$ cat src/rtl/ball_motion_ctrl.sv
// Maze ball position owner: one frame tick requests up to STEP_PIX single-pixel steps,
// each preceded by a settle cycle so the wall stop_* flags reflect the current position.
module ball_motion_ctrl #(
  parameter int START_X  = 20,
  parameter int START_Y  = 300,
  parameter int BALL_W   = 8,
  parameter int STEP_PIX = 4,
  parameter int X_MIN    = 0,
  parameter int X_MAX    = 631,
  parameter int Y_MIN    = 0,
  parameter int Y_MAX    = 471,
  parameter int GOAL_X0  = 482,
  parameter int GOAL_X1  = 492,
  parameter int GOAL_Y0  = 20,
  parameter int GOAL_Y1  = 46
) (
  input  logic        clk,
  input  logic        rst,
  input  logic        frame_tick,
  input  logic        restart,
  input  logic        dir_right,
  input  logic        dir_left,
  input  logic        dir_down,
  input  logic        dir_up,
  input  logic        stop_right,
  input  logic        stop_left,
  input  logic        stop_down,
  input  logic        stop_up,
  output logic [10:0] x_ball,
  output logic [10:0] y_ball,
  output logic [4:0]  ball_width,
  output logic        busy,
  output logic        blocked,
  output logic        goal
);

  typedef enum logic [1:0] {S_IDLE, S_SETTLE, S_STEP} state_t;
  typedef enum logic [1:0] {D_RIGHT, D_LEFT, D_DOWN, D_UP} dir_t;

  localparam logic [10:0] START_X_L = 11'(START_X);
  localparam logic [10:0] START_Y_L = 11'(START_Y);
  localparam logic [10:0] X_MIN_L   = 11'(X_MIN);
  localparam logic [10:0] X_MAX_L   = 11'(X_MAX);
  localparam logic [10:0] Y_MIN_L   = 11'(Y_MIN);
  localparam logic [10:0] Y_MAX_L   = 11'(Y_MAX);
  localparam logic [10:0] GOAL_X0_L = 11'(GOAL_X0);
  localparam logic [10:0] GOAL_X1_L = 11'(GOAL_X1);
  localparam logic [10:0] GOAL_Y0_L = 11'(GOAL_Y0);
  localparam logic [10:0] GOAL_Y1_L = 11'(GOAL_Y1);
  localparam logic [3:0]  STEP_L    = 4'(STEP_PIX);

  state_t      state_q, state_d;
  dir_t        dir_q, dir_d;
  logic [3:0]  rem_q, rem_d;
  logic [10:0] x_q, x_d;
  logic [10:0] y_q, y_d;
  logic        blocked_q, blocked_d;
  logic        goal_q, goal_d;
  logic        refuse;
  logic        any_req;

  assign any_req = dir_right | dir_left | dir_down | dir_up;

  // Bounds are checked on the current position, so an edge pixel never wraps.
  always_comb begin
    refuse = 1'b0;
    case (dir_q)
      D_RIGHT: refuse = stop_right | (x_q >= X_MAX_L);
      D_LEFT:  refuse = stop_left  | (x_q <= X_MIN_L);
      D_DOWN:  refuse = stop_down  | (y_q >= Y_MAX_L);
      D_UP:    refuse = stop_up    | (y_q <= Y_MIN_L);
      default: refuse = 1'b1;
    endcase
  end

  always_comb begin
    state_d   = state_q;
    dir_d     = dir_q;
    rem_d     = rem_q;
    x_d       = x_q;
    y_d       = y_q;
    blocked_d = 1'b0;
    if (restart) begin
      state_d = S_IDLE;
      x_d     = START_X_L;
      y_d     = START_Y_L;
    end else begin
      case (state_q)
        S_IDLE: begin
          if (frame_tick && any_req && !goal_q) begin
            if (dir_right)     dir_d = D_RIGHT;
            else if (dir_left) dir_d = D_LEFT;
            else if (dir_down) dir_d = D_DOWN;
            else               dir_d = D_UP;
            rem_d   = STEP_L;
            state_d = S_SETTLE;
          end
        end
        S_SETTLE: state_d = S_STEP;
        S_STEP: begin
          if (refuse) begin
            blocked_d = 1'b1;
            state_d   = S_IDLE;
          end else begin
            case (dir_q)
              D_RIGHT: x_d = x_q + 11'd1;
              D_LEFT:  x_d = x_q - 11'd1;
              D_DOWN:  y_d = y_q + 11'd1;
              default: y_d = y_q - 11'd1;
            endcase
            rem_d   = rem_q - 4'd1;
            state_d = (rem_q == 4'd1) ? S_IDLE : S_SETTLE;
          end
        end
        default: state_d = S_IDLE;
      endcase
    end
    // Goal is judged on the position being written, so it rises with the entering step.
    goal_d = !restart & (goal_q |
             ((x_d >= GOAL_X0_L) && (x_d <= GOAL_X1_L) &&
              (y_d >= GOAL_Y0_L) && (y_d <= GOAL_Y1_L)));
  end

  always_ff @(posedge clk) begin
    if (rst) begin
      state_q   <= S_IDLE;
      dir_q     <= D_RIGHT;
      rem_q     <= 4'd0;
      x_q       <= START_X_L;
      y_q       <= START_Y_L;
      blocked_q <= 1'b0;
      goal_q    <= 1'b0;
    end else begin
      state_q   <= state_d;
      dir_q     <= dir_d;
      rem_q     <= rem_d;
      x_q       <= x_d;
      y_q       <= y_d;
      blocked_q <= blocked_d;
      goal_q    <= goal_d;
    end
  end

  assign x_ball     = x_q;
  assign y_ball     = y_q;
  assign ball_width = 5'(BALL_W);
  assign busy       = (state_q != S_IDLE);
  assign blocked    = blocked_q;
  assign goal       = goal_q;

endmodule
$ cat config.mk
export PLATFORM = sky130hd
export DESIGN_NAME = ball_motion_ctrl
export DESIGN_NICKNAME = d
export VERILOG_FILES = /design/src/rtl/ball_motion_ctrl.sv
export SDC_FILE = /design/constraint.sdc
export NUM_CORES = 1
export LEC_CHECK = 0
export ABC_AREA = 1
export ABC_CLOCK_PERIOD_IN_PS = 3150
export CORE_ASPECT_RATIO = 1.25
export CORE_MARGIN = 10
export CORE_UTILIZATION = 35
export CTS_BUF_LIST = sky130_fd_sc_hd__clkbuf_4
export CTS_CLUSTER_DIAMETER = 120
export DETAILED_ROUTE_END_ITERATION = 6
export PLACE_DENSITY_LB_ADDON = 0.05
export SYNTH_ARGS = -nofsm -noshare
export SYNTH_HDL_FRONTEND = slang
export SYNTH_SLANG_ARGS = --single-unit
export TNS_END_PERCENT = 30
$ cat constraint.sdc
create_clock -name clk -period 3.15 [get_ports clk]
set_input_delay 0.7875 -clock clk [delete_from_list [all_inputs] [get_ports clk]]
set_output_delay 0.7875 -clock clk [all_outputs]
set_load 0.005 [all_outputs]
==> results.md <==
Status:
- The run finished with clean final reports.

Pwr:
- The relative contribution of combinational cells to total power is 0.258.
- Of the total power, registers draw 0.417.
- In this run the power density over the cells is around 290 nW/um^2.
- The clock network fraction of total power is 0.325.
- The overall power after layout is 1.00 mW.
- Of the total power, the share spent switching nets is 0.331.
- In this run the power spent charging and discharging nets is 0.332 mW.
- Across the VDD grid, the largest voltage drop is approximately 0.16 mV.
- The internal portion of the total power is about 0.67 mW.
- In this run the static leakage power is 1.65 nW.

Floorplanning:
- During I/O placement, the number of pins put on the boundary was 42.
- The initial standard-cell utilization of the core is 0.364.
- From bottom edge to top edge, the die measures around 120 microns.
- In this run the horizontal extent of the chip is 101 microns.
- The number of rows in the core area is 36.
- The die covers around 12000 sq um.
- The total area inside the core boundary comes to 7880 sq um.

Routing:
- The final layout contains routed wiring with a total length of slightly above 9000 microns.
- Routed signal wires occupy layers up through met4.
- After detailed routing, the number of vias per cell comes to 5.06.
- In the detailed route, the total length drawn on met3 is 424 microns.
- The number of iterations in the first detailed-routing pass is 4.
- The remaining antenna violation count after routing is 0.
- After detailed routing, the average wire length per cell comes to roughly 15 microns.
- Across all layers, the routed design uses around 3200 vias.
- The number of design rule violations left after detail routing is 0.
- The routed design uses approximately 5000 microns of met2 wire.
- The starting DRC count in detailed routing is 121.
- For this block, wires on met1 add up to approximately 3800 microns.

Hold path:
- The worst hold path belongs to the class flop to flop.
- The cell depth of the worst min-delay path is 1.
- The destination of the worst hold path is state_q[1]$_SDFFE_PP0N_.
- The startpoint identified for the worst hold timing path is state_q[1]$_SDFFE_PP0N_.

Synth:
- Counting flops with a built-in enable in the synthesized netlist gives 0.
- By instance count, the leading cell after synthesis is sky130_fd_sc_hd__nand2_1.
- Counting distinct cell types in the post-synthesis netlist gives 36.
- The commonest cells after synthesis are sky130_fd_sc_hd__nand2_1, sky130_fd_sc_hd__nor2_1, sky130_fd_sc_hd__inv_1.
- The async set-reset flop share out of synthesis is 0.
- The synthesized design contains 32 register bits.
- The average instance in the mapped netlist occupies ~5.8 sq um.
- The biggest area consumer among synthesized cells is sky130_fd_sc_hd__dfxtp_1.
- Among all flip-flop cells after synthesis, the most frequent one is sky130_fd_sc_hd__dfxtp_1.
- Synthesis produced 495 cells.
- The share of the yosys chip area belonging to registers is 0.223.
- The share of the synthesized area in the top cell type is 0.223.
- In the post-synthesis netlist, the biggest area contributors are sky130_fd_sc_hd__dfxtp_1, sky130_fd_sc_hd__nand2_1, sky130_fd_sc_hd__nor2_1, sky130_fd_sc_hd__nand3_1, sky130_fd_sc_hd__inv_1.
- The synthesized netlist occupies a cell area of 2870 sq um.
- Yosys printed 0 warnings.

Worst setup path:
- The worst reg-to-reg path cell count is 17.
- The worst-case register-to-register setup slack is between 0.4 and 0.5 ns.
- The worst register-to-register path ends at goal$_SDFF_PP0_.
- The startpoint identified for the worst register-to-register timing path is dir_q[0]$_SDFFE_PP0P_.
- The data arrival time at the worst-slack endpoint is approximately 3 ns.
- The maximum net fanout on the critical path is 10.
- STA classifies the critical path startpoint as a flop.
- The endpoint required time on the critical path is roughly 3.4 ns.
- The setup path with the least slack is of type flop to flop.
- The worst setup path is captured at a flop.

Clocking:
- The cell chosen for the clock root is sky130_fd_sc_hd__clkbuf_4.
- No sink is reached through more buffers than the 2 on the longest clock path.
- In this run, post-CTS hold repair placed 0 buffers.
- The H-tree depth reported by CTS is 2.
- The number of clock buffers added by TritonCTS is 5.
- TritonCTS built the clock tree.
- The sink count of the clock tree is 32.
- The post-CTS clock slew at the launch and capture registers of the worst setup and hold paths is 0.12 ns.
- The clock latency of the later-clocked register in the worst-skew pair is between 0.3 and 0.4 ns.

STA:
- The final-report max-slew violation count is 0.
- The highest clock frequency the design can meet is around 370 MHz.
- The clock arrives with 0.00666 ns of skew.
- Hold is met by roughly 0.47 ns.
- The final count of hold timing violations came to 0.
- Measured against its own limit, the worst slew margin works out to 0.595.
- Setup repair after global routing left no endpoint under its margin.
- Setup violations remaining at the end of the flow were counted as 0.
- For the final routed database, the setup TNS stands at 0 ns.
- The post-route clock period utilization is 0.864.
- The final critical delay including setup and external delays is approximately 2.7 ns.
- The slew at the pin closest to its max-slew limit is between 0.6 and 0.7 ns.

Placed design:
- The count of buffers added on input and output ports is 36.
- The detailed placer's ending HPWL is ~7600 microns.
- The final RePlAce weighted congestion is 0.855.

GRT:
- The pin count of the biggest net entering global routing is 22.
- The number of global-route vias before repair is 3175.
- For this run, the total global-route usage over all layers was measured as 0.151.
- The initial antenna violation count is 0.
- The overflow left after global routing is 0.
- The wire length of the first global-routing pass is approximately 15000 microns.

Layout:
- For this run, the share of the core covered by cells in the final layout is 0.436.
- The count of inserted antenna diode cells is 0.
- The layout has about 900 filler cells.
- In the final layout, the share of cells above drive strength 1 is 0.0781.
- The net count of the finished layout is ~560.
- From synthesis to final layout, the design area changed by 19.7%.

Job:
- The total of max-cap violations is 0.
## cell usage in the layout, fill, tap and decap left out, types with 3 or more instances in the layout
cell type	n
sky130_fd_sc_hd__clkdlybuf4s50_1	36
sky130_fd_sc_hd__dfxtp_1	32
sky130_fd_sc_hd__nor3_1	10
sky130_fd_sc_hd__o21ai_1	4
sky130_fd_sc_hd__nand3_2	3
sky130_fd_sc_hd__or2_2	3
sky130_fd_sc_hd__ha_1	13
sky130_fd_sc_hd__buf_4	10
sky130_fd_sc_hd__o21ai_0	20
sky130_fd_sc_hd__nand4_1	14
sky130_fd_sc_hd__xor2_1	9
sky130_fd_sc_hd__nand3b_1	3
sky130_fd_sc_hd__nand2_1	147
sky130_fd_sc_hd__conb_1	5
sky130_fd_sc_hd__inv_2	8
sky130_fd_sc_hd__nand2_2	4
sky130_fd_sc_hd__clkinv_1	3
sky130_fd_sc_hd__clkbuf_4	5
sky130_fd_sc_hd__a21oi_1	26
sky130_fd_sc_hd__nor2_1	69
sky130_fd_sc_hd__inv_1	53
sky130_fd_sc_hd__nand3_1	42
## flip-flops by register name, indices dropped and copies added, names as in the netlist
register	count
x_ball	11
rem_q	4
goal	1
state_q	2
blocked	1
y_ball	11
dir_q	2
## worst max-delay path by stage
| stage | startpoint | end | slack, ns | cells after the start |
|---|---|---|---|---|
| 2_1_floorplan | dir_q[1]$_SDFFE_PP0P_ | goal$_SDFF_PP0_ | 0.42 | 17 |
| 3_5_place_dp | stop_right | goal$_SDFF_PP0_ | 0.18 | 14 |
| 5_1_grt | dir_q[1]$_SDFFE_PP0P_ | goal$_SDFF_PP0_ | 0.04 | 19 |
| 4_1_cts | dir_q[0]$_SDFFE_PP0P_ | goal$_SDFF_PP0_ | 0.25 | 17 |
| 6_report | dir_q[0]$_SDFFE_PP0P_ | goal$_SDFF_PP0_ | 0.43 | 17 |
| 3_3_place_gp | stop_right | goal$_SDFF_PP0_ | 0.20 | 12 |
## layout make-up
cell class | instances | area (sq um) | share of cell area
clock buffers | 5 | 37.5 | 0.0109
repair buffers | 46 | 435 | 0.127
clock inverters | 3 | 42.5 | 0.0124
inverters | 64 | 240 | 0.0698
multi-input cells | 388 | 1920 | 0.559
well taps | 95 | 119 | 0.0346
flip-flops and latches | 32 | 641 | 0.186
## power groups by stage
| stage | Clock [mW] | Sequential, mW | Combinational [mW] |
|---|---|---|---|
| finish | 0.326 | 0.418 | 0.259 |
| global route | 0.349 | 0.419 | 0.292 |
| CTS | 0.335 | 0.418 | 0.258 |
| detailed placement | 0 | 0.427 | 0.257 |
| global placement | 0 | 0.427 | 0.256 |
| floorplan | 0 | 0.426 | 0.181 |
## logic make-up after synthesis
group,count (synthesis),synth area share
xor+xnor,11,0.0388
compound gates,56,0.102
fa+ha+maj,14,0.0636
other cells,2,0.00261
buf+inv,78,0.112
flops,32,0.223
simple gates,302,0.458
## per-stage QoR
stage | setup WS (ns) | instances | area (sq um)
floorplan | 0.423 | 498 | 2880
global placement | 0.198 | 625 | 3360
detailed placement | 0.178 | 625 | 3360
CTS | 0.251 | 633 | 3440
global route | 0.0397 | 633 | 3440
finish | 0.428 | 633 | 3440
## layer usage
metal,vias to the layer above,GRT usage
met2,63,0.287
met5,-,0
li1,1663,-
met4,0,0.0532
met3,14,0.0285
met1,1464,0.158
## critical path, cell delays in order (launching register included)
cell                      delay, ns
sky130_fd_sc_hd__dfxtp_1       0.34
sky130_fd_sc_hd__inv_2         0.12
sky130_fd_sc_hd__nand2_2       0.20
sky130_fd_sc_hd__fa_1          0.49
sky130_fd_sc_hd__nand2_1       0.09
sky130_fd_sc_hd__nand2_1       0.06
sky130_fd_sc_hd__nand4_1       0.09
sky130_fd_sc_hd__nand2_1       0.10
sky130_fd_sc_hd__a21oi_1       0.20
sky130_fd_sc_hd__xor2_1        0.22
sky130_fd_sc_hd__nor2_1        0.07
sky130_fd_sc_hd__nor2_1        0.14
sky130_fd_sc_hd__nand2_1       0.06
sky130_fd_sc_hd__nor2_1        0.11
sky130_fd_sc_hd__nand3_1       0.08
sky130_fd_sc_hd__nor2_1        0.10
sky130_fd_sc_hd__nand2_1       0.06
sky130_fd_sc_hd__a21oi_1       0.12
## timing repair
action	4_1_cts	5_1_grt
setup buffers	0	0
endpoints found under the setup margin	0	1
gates resized for setup	0	1
Note: power is estimated with default switching activity, not from simulation.
